==> config.mk <==
export PLATFORM = sky130hd
export DESIGN_NAME = branch_target_lut_flat
export DESIGN_NICKNAME = d
export VERILOG_FILES = /design/src/rtl/branch_target_lut_if.sv /design/src/rtl/branch_target_lut.sv /design/src/flat_wrapper.sv
export SDC_FILE = /design/constraint.sdc
export NUM_CORES = 1
export LEC_CHECK = 0
export ABC_CLOCK_PERIOD_IN_PS = 5790
export BUFFER_PORTS_ARGS = -buffer_cell sky130_fd_sc_hd__buf_2
export CAP_MARGIN = 10
export CORE_MARGIN = 8
export CORE_UTILIZATION = 55
export DETAILED_ROUTE_END_ITERATION = 8
export GPL_ROUTABILITY_DRIVEN = 1
export PLACE_DENSITY = 0.75
export SETUP_SLACK_MARGIN = 0.3
export SYNTH_ARGS = -nofsm -noshare
export SYNTH_HDL_FRONTEND = slang
export SYNTH_SLANG_ARGS = --single-unit
==> constraint.sdc <==
create_clock -name Clk -period 5.79 [get_ports Clk]
set_input_delay 0.8685 -clock Clk [delete_from_list [all_inputs] [get_ports Clk]]
set_output_delay 0.8685 -clock Clk [all_outputs]
set_load 0.05 [all_outputs]
==> src/rtl/branch_target_lut_if.sv <==
// Bus bundle for the branch target lookup table.
// master drives lookup/write/clear requests; slave returns Target/TgtValid/Hit/Busy.
interface branch_target_lut_if #(
    parameter int AW = 4,
    parameter int PW = 10
);
    logic          LkEn;
    logic [AW-1:0] LkAddr;
    logic [PW-1:0] PC;
    logic          WrEn;
    logic [AW-1:0] WrAddr;
    logic [PW-1:0] WrData;
    logic          WrRel;
    logic          ClrStart;
    logic [PW-1:0] Target;
    logic          TgtValid;
    logic          Hit;
    logic          Busy;

    modport master (
        output LkEn, LkAddr, PC,
        output WrEn, WrAddr, WrData, WrRel,
        output ClrStart,
        input  Target, TgtValid, Hit, Busy
    );

    modport slave (
        input  LkEn, LkAddr, PC,
        input  WrEn, WrAddr, WrData, WrRel,
        input  ClrStart,
        output Target, TgtValid, Hit, Busy
    );
endinterface

==> src/rtl/branch_target_lut.sv <==
// Programmable branch-target table: index -> absolute or PC-relative target.
// Ports: Clk, Reset (sync, active-high), bus (slave: lookup, write, clear sweep).
module branch_target_lut #(
    parameter int AW = 4,
    parameter int PW = 10
) (
    input  logic                 Clk,
    input  logic                 Reset,
    branch_target_lut_if.slave   bus
);
    localparam int DEPTH = 1 << AW;

    typedef enum logic {
        IDLE,
        SWEEP
    } state_t;

    state_t        state;
    state_t        state_nx;
    logic [AW-1:0] cnt;
    logic [AW-1:0] cnt_nx;
    logic          clr_en;
    logic          sweep;

    logic [DEPTH-1:0] valid;
    logic [DEPTH-1:0] rel_q;
    logic [PW-1:0]    data_q [DEPTH];

    logic          wr_ok;
    logic          fwd;
    logic          e_valid;
    logic          e_rel;
    logic [PW-1:0] e_data;
    logic          lk_hit;
    logic [PW-1:0] lk_tgt;

    logic          tv_q;
    logic          hit_q;
    logic [PW-1:0] tgt_q;

    // Clear-sweep FSM: state register
    always_ff @(posedge Clk) begin
        if (Reset) begin
            state <= IDLE;
            cnt   <= '0;
        end else begin
            state <= state_nx;
            cnt   <= cnt_nx;
        end
    end

    // Clear-sweep FSM: next state
    always_comb begin
        state_nx = state;
        cnt_nx   = cnt;
        clr_en   = 1'b0;
        unique case (state)
            IDLE: begin
                if (bus.ClrStart) begin
                    state_nx = SWEEP;
                    cnt_nx   = '0;
                end
            end
            SWEEP: begin
                clr_en = 1'b1;
                cnt_nx = cnt + 1'b1;
                if (&cnt) begin
                    state_nx = IDLE;
                end
            end
            default: begin
                state_nx = IDLE;
                cnt_nx   = '0;
            end
        endcase
    end

    assign sweep = (state == SWEEP);

    // Writes are dropped while the sweep owns the valid bits
    assign wr_ok = bus.WrEn && !sweep;

    always_ff @(posedge Clk) begin
        if (Reset) begin
            valid <= '0;
        end else begin
            if (clr_en) begin
                valid[cnt] <= 1'b0;
            end
            if (wr_ok) begin
                valid[bus.WrAddr] <= 1'b1;
            end
        end
    end

    // Payload storage is not reset; valid alone qualifies it
    always_ff @(posedge Clk) begin
        if (wr_ok) begin
            data_q[bus.WrAddr] <= bus.WrData;
            rel_q[bus.WrAddr]  <= bus.WrRel;
        end
    end

    // Write-first: a same-cycle write to the looked-up index wins
    assign fwd     = wr_ok && (bus.WrAddr == bus.LkAddr);
    assign e_valid = fwd | valid[bus.LkAddr];
    assign e_rel   = fwd ? bus.WrRel  : rel_q[bus.LkAddr];
    assign e_data  = fwd ? bus.WrData : data_q[bus.LkAddr];

    assign lk_hit = e_valid && !sweep;

    // Offset is full width, so plain modular add handles negatives
    always_comb begin
        lk_tgt = bus.PC + PW'(1);
        if (lk_hit) begin
            if (e_rel) begin
                lk_tgt = bus.PC + e_data;
            end else begin
                lk_tgt = e_data;
            end
        end
    end

    // Result register; Target/Hit hold between lookups
    always_ff @(posedge Clk) begin
        if (Reset) begin
            tv_q  <= 1'b0;
            hit_q <= 1'b0;
            tgt_q <= '0;
        end else begin
            tv_q <= bus.LkEn;
            if (bus.LkEn) begin
                hit_q <= lk_hit;
                tgt_q <= lk_tgt;
            end
        end
    end

    assign bus.TgtValid = tv_q;
    assign bus.Hit      = hit_q;
    assign bus.Target   = tgt_q;
    assign bus.Busy     = sweep;
endmodule

==> src/flat_wrapper.sv <==
// flat-port wrapper written by rule: the top's interface ports become plain ports
module branch_target_lut_flat 
#(
    parameter int AW = 4,
    parameter int PW = 10
)
  (Clk, Reset, bus_LkEn, bus_LkAddr, bus_PC, bus_WrEn, bus_WrAddr, bus_WrData, bus_WrRel, bus_ClrStart, bus_Target, bus_TgtValid, bus_Hit, bus_Busy);
  branch_target_lut_if #(.AW(AW), .PW(PW)) bus_i ();
  input  logic Clk;
  input  logic Reset;
  input wire logic [$bits(bus_i.LkEn)-1:0] bus_LkEn;
  input wire logic [$bits(bus_i.LkAddr)-1:0] bus_LkAddr;
  input wire logic [$bits(bus_i.PC)-1:0] bus_PC;
  input wire logic [$bits(bus_i.WrEn)-1:0] bus_WrEn;
  input wire logic [$bits(bus_i.WrAddr)-1:0] bus_WrAddr;
  input wire logic [$bits(bus_i.WrData)-1:0] bus_WrData;
  input wire logic [$bits(bus_i.WrRel)-1:0] bus_WrRel;
  input wire logic [$bits(bus_i.ClrStart)-1:0] bus_ClrStart;
  output wire logic [$bits(bus_i.Target)-1:0] bus_Target;
  output wire logic [$bits(bus_i.TgtValid)-1:0] bus_TgtValid;
  output wire logic [$bits(bus_i.Hit)-1:0] bus_Hit;
  output wire logic [$bits(bus_i.Busy)-1:0] bus_Busy;
  assign bus_i.LkEn = bus_LkEn;
  assign bus_i.LkAddr = bus_LkAddr;
  assign bus_i.PC = bus_PC;
  assign bus_i.WrEn = bus_WrEn;
  assign bus_i.WrAddr = bus_WrAddr;
  assign bus_i.WrData = bus_WrData;
  assign bus_i.WrRel = bus_WrRel;
  assign bus_i.ClrStart = bus_ClrStart;
  assign bus_Target = bus_i.Target;
  assign bus_TgtValid = bus_i.TgtValid;
  assign bus_Hit = bus_i.Hit;
  assign bus_Busy = bus_i.Busy;
  branch_target_lut #(.AW(AW), .PW(PW)) u_core (.Clk(Clk), .Reset(Reset), .bus(bus_i));
endmodule
==> run summary <==
mapped cell area - 9140 sq um
commonest register cell after synthesis - edfxtp_1
Unique masters post-synth - 49
Pins Over Slew Limit - 0
Routed WL per cell - 24.8 um
async set or reset register ratio after synthesis - 0
post-layout net count - 648
detailed-router iteration count before antenna repair - 5
RSZ-0062 raised after global routing - false
Die Width - 145 um
CP endpoint kind - register
DR vias - 5,241
GR Overflow Total - 0
Net Sw Frac - 0.223
Tcrit/Tclk final - 0.767
Setup TNS Final - 0 ns
top cells by count, synth - edfxtp_1, mux4_2, dfxtp_1, a21oi_1, o21ai_0
Max Clk Rate - 225 MHz
# Max-Cap Violations - 0
Worst path slowest cell - mux4_2
measured slew at the worst slew-check pin - 0.753 ns
postcts setup bufs - 0
Hold WC Path Type - register to register
Reg power frac - 0.504
diode count - 0
DRT iter0 DRCs - 456
Synth area leaders - edfxtp_1, mux4_2, dfxtp_1
most frequent cell after synthesis - edfxtp_1
flop2flop setup slack - 2.00 ns
Worst-path clk slew - 0.06 ns
Cells after Synth - 549
number of synthesized flops with an enable pin - 176
Net Count, Synth - 598
sequential share of the synthesized area - 0.651
min Tclk post-route - 4.44 ns
critical-path cell list - buf_2 > buf_4 > mux4_2 > mux4_2 > mux2_2 > ha_1 > o21ai_0 > o31ai_1 > a22oi_1 > o21ai_0 > a311oi_1 > xnor2_1 > o21a_1
cts bufs inserted - 21
CP max stage delay - 0.54 ns
Site Rows - 47
clock share of power - 0.406
WS Path Type - input port to register
share of post-route cells with drive strength above 1 - 0.222
post-cts gate resize count - 0
Max-slew headroom - 0.497
Skew-Pair Late Insertion Delay - 0.49 ns
final wirelength - 20.6 mm
WP data required - 6.17 ns
CTS tree - done
Hold Vio Cnt, Final - 0
P_int - 0.00256 W
placed inst area - 9530 sq um
fill count - 1,146
most area-hungry cell type in the Yosys netlist - edfxtp_1
boundary pin count - 47
Logic pwr share - 0.091
CTS sink count - 209
post-placement worst setup slack - 0.993 ns
Routed Antenna Nets - 0
Clock Tree Buf Depth - 3
P_sw - 0.000735 W
peak supply drop - 189 uV
htree depth - 1
synth-to-layout area growth - 11.7%
final setup fails - 0
DRC Markers - 0
maximum fanout along the worst path - 20
flip-flop and latch count after synthesis - 209
cell area after layout - 10,200 sq um
fin worst setup slack - 1.35 ns
via/cell ratio - 6.30
leakage power - 3.59 nW
PwrDens - 323 nW/um^2
die height - 145 um
Ys Warns - 0
final core occ - 0.622
number of global-route vias before repair - 5,221
critical path arrival - 4.82 ns
CP startpoint kind - input port
top cell type's share of synthesized area - 0.578
largest net degree at the start of global routing - 34
overall global routing resource usage - 0.200
Core Footprint - 16,400 sq um
Reg-to-Reg Start - u_core.data_q[14][0]$_DFFE_PP_
CTS root buf - clkbuf_16
hold buffers post-CTS - 0
antenna violations before repair - 0
Fin Clk Skew - 0.00846 ns
outcome - completed
IO Port Bufs - 46
Initial Util - 0.557
routability cong. - 0.858
first-pass GRT wire length - 30.8 mm
hold_sp - u_core.bus.Target[2]$_SDFFE_PP0P_
die area - 21,000 sq um
Synth Area per Inst - 16.6 sq um
CP startpoint - bus_LkAddr[0]
Post-DP HPWL - 12.8 mm
-- final timing paths --
kind                                       end  cells after the start
max reg2reg  u_core.bus.Target[8]$_SDFFE_PP0P_                     12
min reg2reg  u_core.bus.Target[2]$_SDFFE_PP0P_                      2
min          u_core.bus.Target[2]$_SDFFE_PP0P_                      2
max          u_core.bus.Target[9]$_SDFFE_PP0P_                     13
-- power groups by stage --
stage,Clock [W],Combinational (W),Sequential (W)
after floorplan,0,0.000190,0.00171
after global placement,0,0.000286,0.00169
after detailed placement,0,0.000295,0.00169
after CTS,0.00135,0.000297,0.00166
after global routing,0.00141,0.000322,0.00166
final,0.00134,0.000300,0.00166
-- critical path: cells and delay by family --
kind,cells,cell delay (ns)
AO/OA/AOI/OAI,6,1.39
XOR/XNOR,1,0.14
adder cells (fa/ha/maj),1,0.34
buffers and inverters,2,0.78
multiplexers,3,1.29
-- layer usage --
metal | vias up | track usage | part of all wire
met5 | - | 0 | 0
met4 | 0 | 0.0619 | 0.028
met3 | 50 | 0.0358 | 0.085
met2 | 262 | 0.336 | 0.49
met1 | 2647 | 0.261 | 0.40
li1 | 2282 | - | -
-- layout by cell type, fill, tap and decap left out, types with 5 or more instances in the layout --
master and n:
ha_1 14, xnor2_1 10, nand2b_1 6, nor2b_1 9
clkbuf_16 21, nor2_1 18, clkinv_1 5, xor2_1 7
nand2_1 24, buf_4 8, buf_2 46, inv_1 22
mux4_2 38, nand3_1 14, mux4_1 21, a21oi_1 28
nor3_1 15, a211oi_1 8, dfxtp_1 33, o21ai_0 26
edfxtp_1 176, mux2_2 9
-- metrics by stage --
| stage | power [W] | hold WS, ns | instances |
|---|---|---|---|
| 2_1_floorplan | 0.00190 | 0.449 | 549 |
| 3_3_place_gp | 0.00198 | 0.453 | 796 |
| 3_5_place_dp | 0.00199 | 0.467 | 796 |
| 4_1_cts | 0.00331 | 0.478 | 832 |
| 5_1_grt | 0.00339 | 0.510 | 832 |
| 6_report | 0.00330 | 0.474 | 832 |
-- logic make-up after synthesis --
family,after synthesis,synth area share
multiplexers,73,0.172
AND/OR/NAND/NOR,96,0.0508
XOR/XNOR,17,0.0163
flip-flops,209,0.651
AO/OA/AOI/OAI,90,0.0611
adder cells (fa/ha/maj),15,0.0214
buffers and inverters,49,0.0278
-- final cells by class --
cell class                      instances  area, sq um  area share
Sequential cell                       209         5950       0.583
Multi-Input combinational cell        291         2940       0.288
Clock buffer                           23          533      0.0522
Timing Repair Buffer                   54          290      0.0285
Tap cell                              220          275      0.0270
Clock inverter                         13          138      0.0135
Inverter                               22         82.6     0.00809
-- flip-flops by register name, indices dropped and copies added (netlist names) --
signal,cells
u_core.rel_q,16
u_core.bus.TgtValid,1
u_core.bus.Target,10
u_core.data_q,160
u_core.cnt,4
u_core.bus.Hit,1
u_core.valid,16
u_core.bus.Busy,1
No activity file was read; power rests on OpenSTA's default activity.
